**src/rtl/eb_hdr_pkg.sv**
```systemverilog
// rtl/eb_hdr_pkg.sv - shared types and widths for the header read sequencer
package eb_hdr_pkg;

    localparam int LINE_W = 2;
    localparam int CHAR_W = 9;
    localparam int PTR_W  = LINE_W + CHAR_W;

    localparam logic [CHAR_W-1:0] HDR_LAST_DEFAULT = 9'd31;

    typedef enum logic [2:0] {
        IDLE,
        HEADER,
        BODY_REQ,
        WAIT_BODY,
        RELEASE
    } hdr_state_e;

endpackage

```
**src/rtl/hdr_ptr_counter.sv**
```systemverilog
// rtl/hdr_ptr_counter.sv - read line / character pointer pair with line wrap
module hdr_ptr_counter
    import eb_hdr_pkg::*;
#(
    parameter int                LINES_LOG2 = LINE_W,
    parameter logic [CHAR_W-1:0] HDR_LAST   = HDR_LAST_DEFAULT
) (
    input  logic                  clk,
    input  logic                  rstn,
    input  logic                  char_inc_i,
    input  logic                  char_clr_i,
    input  logic                  line_adv_i,
    output logic [LINES_LOG2-1:0] rd_line_o,
    output logic [CHAR_W-1:0]     rd_char_o
);

    logic [LINES_LOG2-1:0] line_q, line_d;
    logic [CHAR_W-1:0]     char_q, char_d;

    // Line advance dominates: a freed line always restarts at character 0.
    always_comb begin
        line_d = line_q;
        char_d = char_q;
        if (line_adv_i) begin
            line_d = line_q + LINES_LOG2'(1);
            char_d = '0;
        end else if (char_clr_i) begin
            char_d = '0;
        end else if (char_inc_i && (char_q != HDR_LAST)) begin
            char_d = char_q + CHAR_W'(1);
        end
    end

    always_ff @(posedge clk or negedge rstn) begin
        if (!rstn) begin
            line_q <= '0;
            char_q <= '0;
        end else begin
            line_q <= line_d;
            char_q <= char_d;
        end
    end

    assign rd_line_o = line_q;
    assign rd_char_o = char_q;

endmodule

```
**src/rtl/read_header_sequencer.sv**
```systemverilog
// rtl/read_header_sequencer.sv - streams committed header lines, then hands the body to the body engine
module read_header_sequencer
    import eb_hdr_pkg::*;
#(
    parameter logic [CHAR_W-1:0] HDR_LAST   = HDR_LAST_DEFAULT,
    parameter int                LINES_LOG2 = LINE_W
) (
    input  logic                         clk,
    input  logic                         rstn,
    input  logic [LINES_LOG2-1:0]        wr_line_ptr,
    input  logic                         tlast_flag,
    input  logic [15:0]                  body_length,
    input  logic [3:0]                   vlan_ptr,
    input  logic [7:0]                   rd_data,
    output logic [LINES_LOG2+CHAR_W-1:0] rd_ptr,
    output logic [7:0]                   m_tdata,
    output logic                         m_tvalid,
    input  logic                         m_tready,
    output logic                         m_tlast,
    output logic                         body_req,
    input  logic                         body_ack,
    output logic [15:0]                  body_len,
    output logic [3:0]                   body_vlan,
    input  logic                         body_done,
    output logic                         line_release,
    output logic                         busy
);

    hdr_state_e state_q;

    logic                  m_tvalid_q;
    logic                  body_req_q;
    logic [15:0]           body_len_q;
    logic [3:0]            body_vlan_q;
    logic                  line_release_q;
    logic                  busy_q;

    logic [LINES_LOG2-1:0] rd_line;
    logic [CHAR_W-1:0]     rd_char;
    logic                  handshake;
    logic                  empty;
    logic                  body_zero;

    assign handshake = m_tvalid_q && m_tready;
    assign empty     = (rd_line == wr_line_ptr);
    assign body_zero = (body_length == 16'd0);

    hdr_ptr_counter #(
        .LINES_LOG2 (LINES_LOG2),
        .HDR_LAST   (HDR_LAST)
    ) u_ptr (
        .clk        (clk),
        .rstn       (rstn),
        .char_inc_i ((state_q == HEADER) && handshake && !tlast_flag),
        .char_clr_i (state_q == IDLE),
        .line_adv_i (state_q == RELEASE),
        .rd_line_o  (rd_line),
        .rd_char_o  (rd_char)
    );

    always_ff @(posedge clk or negedge rstn) begin
        if (!rstn) begin
            state_q        <= IDLE;
            m_tvalid_q     <= 1'b0;
            body_req_q     <= 1'b0;
            body_len_q     <= '0;
            body_vlan_q    <= '0;
            line_release_q <= 1'b0;
            busy_q         <= 1'b0;
        end else begin
            case (state_q)
                IDLE: begin
                    if (!empty) begin
                        state_q    <= HEADER;
                        m_tvalid_q <= 1'b1;
                        busy_q     <= 1'b1;
                    end
                end
                HEADER: begin
                    if (handshake && tlast_flag) begin
                        m_tvalid_q <= 1'b0;
                        if (!body_zero) begin
                            body_len_q  <= body_length;
                            body_vlan_q <= vlan_ptr;
                            body_req_q  <= 1'b1;
                            state_q     <= BODY_REQ;
                        end else begin
                            line_release_q <= 1'b1;
                            state_q        <= RELEASE;
                        end
                    end
                end
                BODY_REQ: begin
                    // A very short body may finish in the same cycle it is accepted.
                    if (body_ack) begin
                        body_req_q <= 1'b0;
                        if (body_done) begin
                            line_release_q <= 1'b1;
                            state_q        <= RELEASE;
                        end else begin
                            state_q <= WAIT_BODY;
                        end
                    end
                end
                WAIT_BODY: begin
                    if (body_done) begin
                        line_release_q <= 1'b1;
                        state_q        <= RELEASE;
                    end
                end
                RELEASE: begin
                    line_release_q <= 1'b0;
                    busy_q         <= 1'b0;
                    state_q        <= IDLE;
                end
                default: begin
                    state_q        <= IDLE;
                    m_tvalid_q     <= 1'b0;
                    body_req_q     <= 1'b0;
                    line_release_q <= 1'b0;
                    busy_q         <= 1'b0;
                end
            endcase
        end
    end

    assign rd_ptr       = {rd_line, rd_char};
    assign m_tdata      = rd_data;
    assign m_tvalid     = m_tvalid_q;
    assign m_tlast      = tlast_flag && body_zero && m_tvalid_q;
    assign body_req     = body_req_q;
    assign body_len     = body_len_q;
    assign body_vlan    = body_vlan_q;
    assign line_release = line_release_q;
    assign busy         = busy_q;

endmodule

```
**config.mk**
```make
export PLATFORM = sky130hd
export DESIGN_NAME = read_header_sequencer
export DESIGN_NICKNAME = d
export VERILOG_FILES = /design/src/rtl/eb_hdr_pkg.sv /design/src/rtl/hdr_ptr_counter.sv /design/src/rtl/read_header_sequencer.sv
export SDC_FILE = /design/constraint.sdc
export NUM_CORES = 1
export LEC_CHECK = 0
export CAP_MARGIN = 5
export CORE_MARGIN = 4
export CORE_UTILIZATION = 45
export DETAILED_ROUTE_END_ITERATION = 12
export HOLD_SLACK_MARGIN = 0.12
export MAX_ROUTING_LAYER = met4
export PLACE_DENSITY = 0.85
export SYNTH_ARGS = -nofsm -noshare
export SYNTH_HDL_FRONTEND = slang
export SYNTH_SLANG_ARGS = --single-unit
```
**constraint.sdc**
```tcl
create_clock -name clk -period 4 [get_ports clk]
set_input_delay 1.2 -clock clk [delete_from_list [all_inputs] [get_ports clk]]
set_output_delay 1.2 -clock clk [all_outputs]
set_load 0.02 [all_outputs]
```
==> impl_metrics.json <==
{
  "synth_async_sr_flop_share_pct": 100,
  "cts_sinks": 38,
  "worst_clock_skew_ns": 0.00573,
  "detailedRoute.firstPassIterationCount": 4,
  "hp-class": "reg -> reg",
  "synth_warnings": 0,
  "netlist_area_sq_mm": 0.00182,
  "floorplan.rows": 22,
  "maxCapViolCount": 0,
  "area.growth.synth_to_final_pct": 39.0,
  "clock_latency_ns": 0.29,
  "synthesis.area_per_instance_sq_um": 11.4,
  "cts.reportedPaths.clkPinSlew_ns": 0.08,
  "residual_drc": 0,
  "vdd.ir_drop.worst_mv": 0.419,
  "drt_wl_total_um": 3960,
  "dpl.hpwl_um": 2940,
  "setup_repair_after_global_routing_missed_its_margin": "false",
  "setup_tns_ns": 0,
  "final_nets": 259,
  "yosysUniqueCellTypes": 32,
  "via_per_inst": 5.18,
  "cts_buffer_depth": 2,
  "cts_made_buffers": 5,
  "synth.yosys.seq_area_share_pct": 52.2,
  "slew_headroom_pct": 41.8,
  "final_min_period_over_clock_period_pct": 96.5,
  "timing_worst_setup_path_type": "in -> out",
  "detail_route.iter0.violations": 109,
  "placeableCoreArea_sq_mm": 0.00377,
  "htreeDepth": 2,
  "io-pin-count": 80,
  "static-leakage-power_uw": 0.00108,
  "crit_required_ns": 2.80,
  "timing_max_transition_violations_final": 0,
  "dp_worst_setup_slack_ns": -0.311,
  "cts_root_buffer": "sky130_fd_sc_hd__clkbuf_8",
  "worstSetupStartpointType": "input pin",
  "yosys.area.top_type": "sky130_fd_sc_hd__dfrtp_1",
  "synth.cells.most_frequent": "sky130_fd_sc_hd__dfrtp_1 (38), sky130_fd_sc_hd__mux2_2 (18), sky130_fd_sc_hd__nand2_1 (12)",
  "final_layout_size_suffix_gt1_share_pct": 17.9,
  "first_pass_grt_wire_length_um": 6790,
  "path_delay_family": "simple AND/OR/NAND/NOR gates",
  "run_status": "complete, no violations",
  "most_used_dff_post_synth": "sky130_fd_sc_hd__dfrtp_1",
  "global_route.usage.total_pct": 17.5,
  "max_freq_mhz": 259,
  "crit_chain": "clkdlybuf4s50_1 > nor4_1 > and4_2 > and3_1 > clkbuf_2",
  "final-hold-violation-count": 0,
  "postSynthRegisterBits": 38,
  "arrival_time_reported_for_the_critical_path_endpoint_ns": 2.66,
  "final_core_util_pct": 67.1,
  "synthCells": 160,
  "antenna_left": 0,
  "p_per_area_mw_per_mm2": 675,
  "crit_path_end_kind": "output port",
  "via_count_of_the_first_global_routing_pass": 1432,
  "cp.buffers_inverters": 2,
  "number_of_antenna_violations_at_the_first_check_in_global_routing": 0,
  "crit_path_top_delay_cell": "sky130_fd_sc_hd__clkdlybuf4s50_1",
  "initial_utilization_pct": 48.3,
  "tightestPinTransition_ns": 0.870,
  "grt_max_degree": 39,
  "critPathMaxStageDelay_ns": 0.42,
  "setup_ws_ns": 0.140,
  "routed_wire_length_per_instance_um": 14.6,
  "diodes": 0,
  "number_of_synthesized_flops_with_an_enable_pin": 0,
  "cts_tree": "yes",
  "synth_top_cells_by_area": "sky130_fd_sc_hd__dfrtp_1 (52%), sky130_fd_sc_hd__mux2_2 (11%), sky130_fd_sc_hd__xor2_1 (3.8%), sky130_fd_sc_hd__buf_4 (3.3%), sky130_fd_sc_hd__nand2_1 (2.5%)",
  "total_congestion_overflow": 0,
  "port_buffers": 63,
  "gp_congestion": 0.823,
  "critical_path_peak_fanout": 3,
  "synth_top_area_share_pct": 52.2,
  "die_y_um": 71.6,
  "post_cts_hold_buffer_count": 0,
  "routed-via-count": 1404,
  "syn_nets": 197,
  "final_count_of_negative_setup_slack_endpoints": 0,
  "die-area_sq_mm": 0.00513,
  "timing.final.crit_period_ns": 3.86,
  "die_x_um": 71.6,
  "yosysMostFrequentCell": "sky130_fd_sc_hd__dfrtp_1"
}
==> sequential cells by signal (all words and copies together), names as in the netlist <==
register,cells
u_ptr.rd_line_o,2
body_len,16
state_q,3
busy,1
m_tvalid,1
body_req,1
body_vlan,4
u_ptr.rd_char_o,9
line_release,1
==> kinds of logic (layout without fill, tap and decap cells) <==
| kind of cell | Yosys count | after routing | share of synthesized area [%] |
|---|---|---|---|
| adders and majority gates | 1 | 1 | 0.687 |
| and+or+nand+nor | 59 | 59 | 17.9 |
| muxes | 20 | 20 | 12.4 |
| AOI/OAI and AO/OA | 16 | 16 | 5.15 |
| xor gates and xnor gates | 12 | 12 | 5.77 |
| DFF | 38 | 38 | 52.2 |
| buffers and inverters | 14 | 77 | 5.91 |
==> metal layers <==
| metal | GRT usage [%] | share of wire (%) | vias up |
|---|---|---|---|
| met1 | 22.7 | 43 | 674 |
| met3 | 7.43 | 10 | 6 |
| met5 | - | 0 | - |
| met4 | 5.43 | 1.2 | 0 |
| met2 | 24.9 | 45 | 54 |
| li1 | - | - | 670 |
==> tightest hold or removal path: cells and delay by family (launching register included) <==
kind | cells | cell delay (ns)
AND/OR/NAND/NOR | 1 | 0.07
flip-flops | 1 | 0.35
AO/OA/AOI/OAI | 1 | 0.04
==> power breakdown <==
group / internal, uW / switching, uW / total [uW]
logic: 410 / 386 / 797
clock network: 139 / 134 / 273
registers: 529 / 110 / 638
total: 1080 / 630 / 1710
==> cell type report <==
cell class,instances,area [sq um]
Clock buffer,7,86.3
Multi-Input combinational cell,108,763
Sequential cell,38,951
Timing Repair Buffer,69,666
Tap cell,48,60.1
Clock inverter,1,5.00
Fill cell,304,1240
==> per-stage QoR <==
stage / std cells / hold slack (ns) / power, uW / instance area (sq um)
finish: 271 / 0.498 / 1710 / 2530
floorplan: 160 / 0.576 / 1100 / 1820
global placement: 263 / 0.473 / 1430 / 2440
global route: 271 / 0.531 / 1830 / 2530
CTS: 271 / 0.509 / 1730 / 2540
detailed placement: 263 / 0.490 / 1450 / 2440
==> layout by cell type, fill, tap and decap left out, types with 2 or more instances in the layout <==
cell type / n
sky130_fd_sc_hd__clkdlybuf4s50_1: 61
sky130_fd_sc_hd__a21oi_1: 6
sky130_fd_sc_hd__nor2_1: 11
sky130_fd_sc_hd__and2_1: 3
sky130_fd_sc_hd__xnor2_1: 4
sky130_fd_sc_hd__mux2_1: 2
sky130_fd_sc_hd__dfrtp_1: 38
sky130_fd_sc_hd__o31ai_1: 2
sky130_fd_sc_hd__nor2b_1: 3
sky130_fd_sc_hd__o21ai_0: 6
sky130_fd_sc_hd__nand3_1: 7
sky130_fd_sc_hd__nor4_1: 5
sky130_fd_sc_hd__and3_1: 4
sky130_fd_sc_hd__nand2_1: 12
sky130_fd_sc_hd__clkbuf_8: 6
sky130_fd_sc_hd__nand4_1: 5
sky130_fd_sc_hd__xor2_1: 8
sky130_fd_sc_hd__mux2_2: 18
sky130_fd_sc_hd__buf_4: 6
==> worst paths after layout <==
path / from / endpoint / slack (ns) / cells past startpoint
setup / recovery: body_length[9] / m_tlast / 0.14 / 5
hold / removal: busy / busy / 0.50 / 2
setup reg to reg: state_q[0] / body_len[3] / 2.01 / 4
hold reg to reg: busy / busy / 0.50 / 2
max in group asynchronous: rstn / body_vlan[2] / 2.46 / 1
min in group asynchronous: rstn / body_len[2] / 1.01 / 1
==> what timing repair did <==
| item | CTS | global route |
|---|---|---|
| pin swaps | 0 | 1 |
| buffers inserted | 0 | 0 |
| resized for setup | 3 | 1 |
| setup endpoints to repair | 1 | 1 |
| hold endpoints to repair | 0 | 0 |
(Power assumes the default switching activity.)
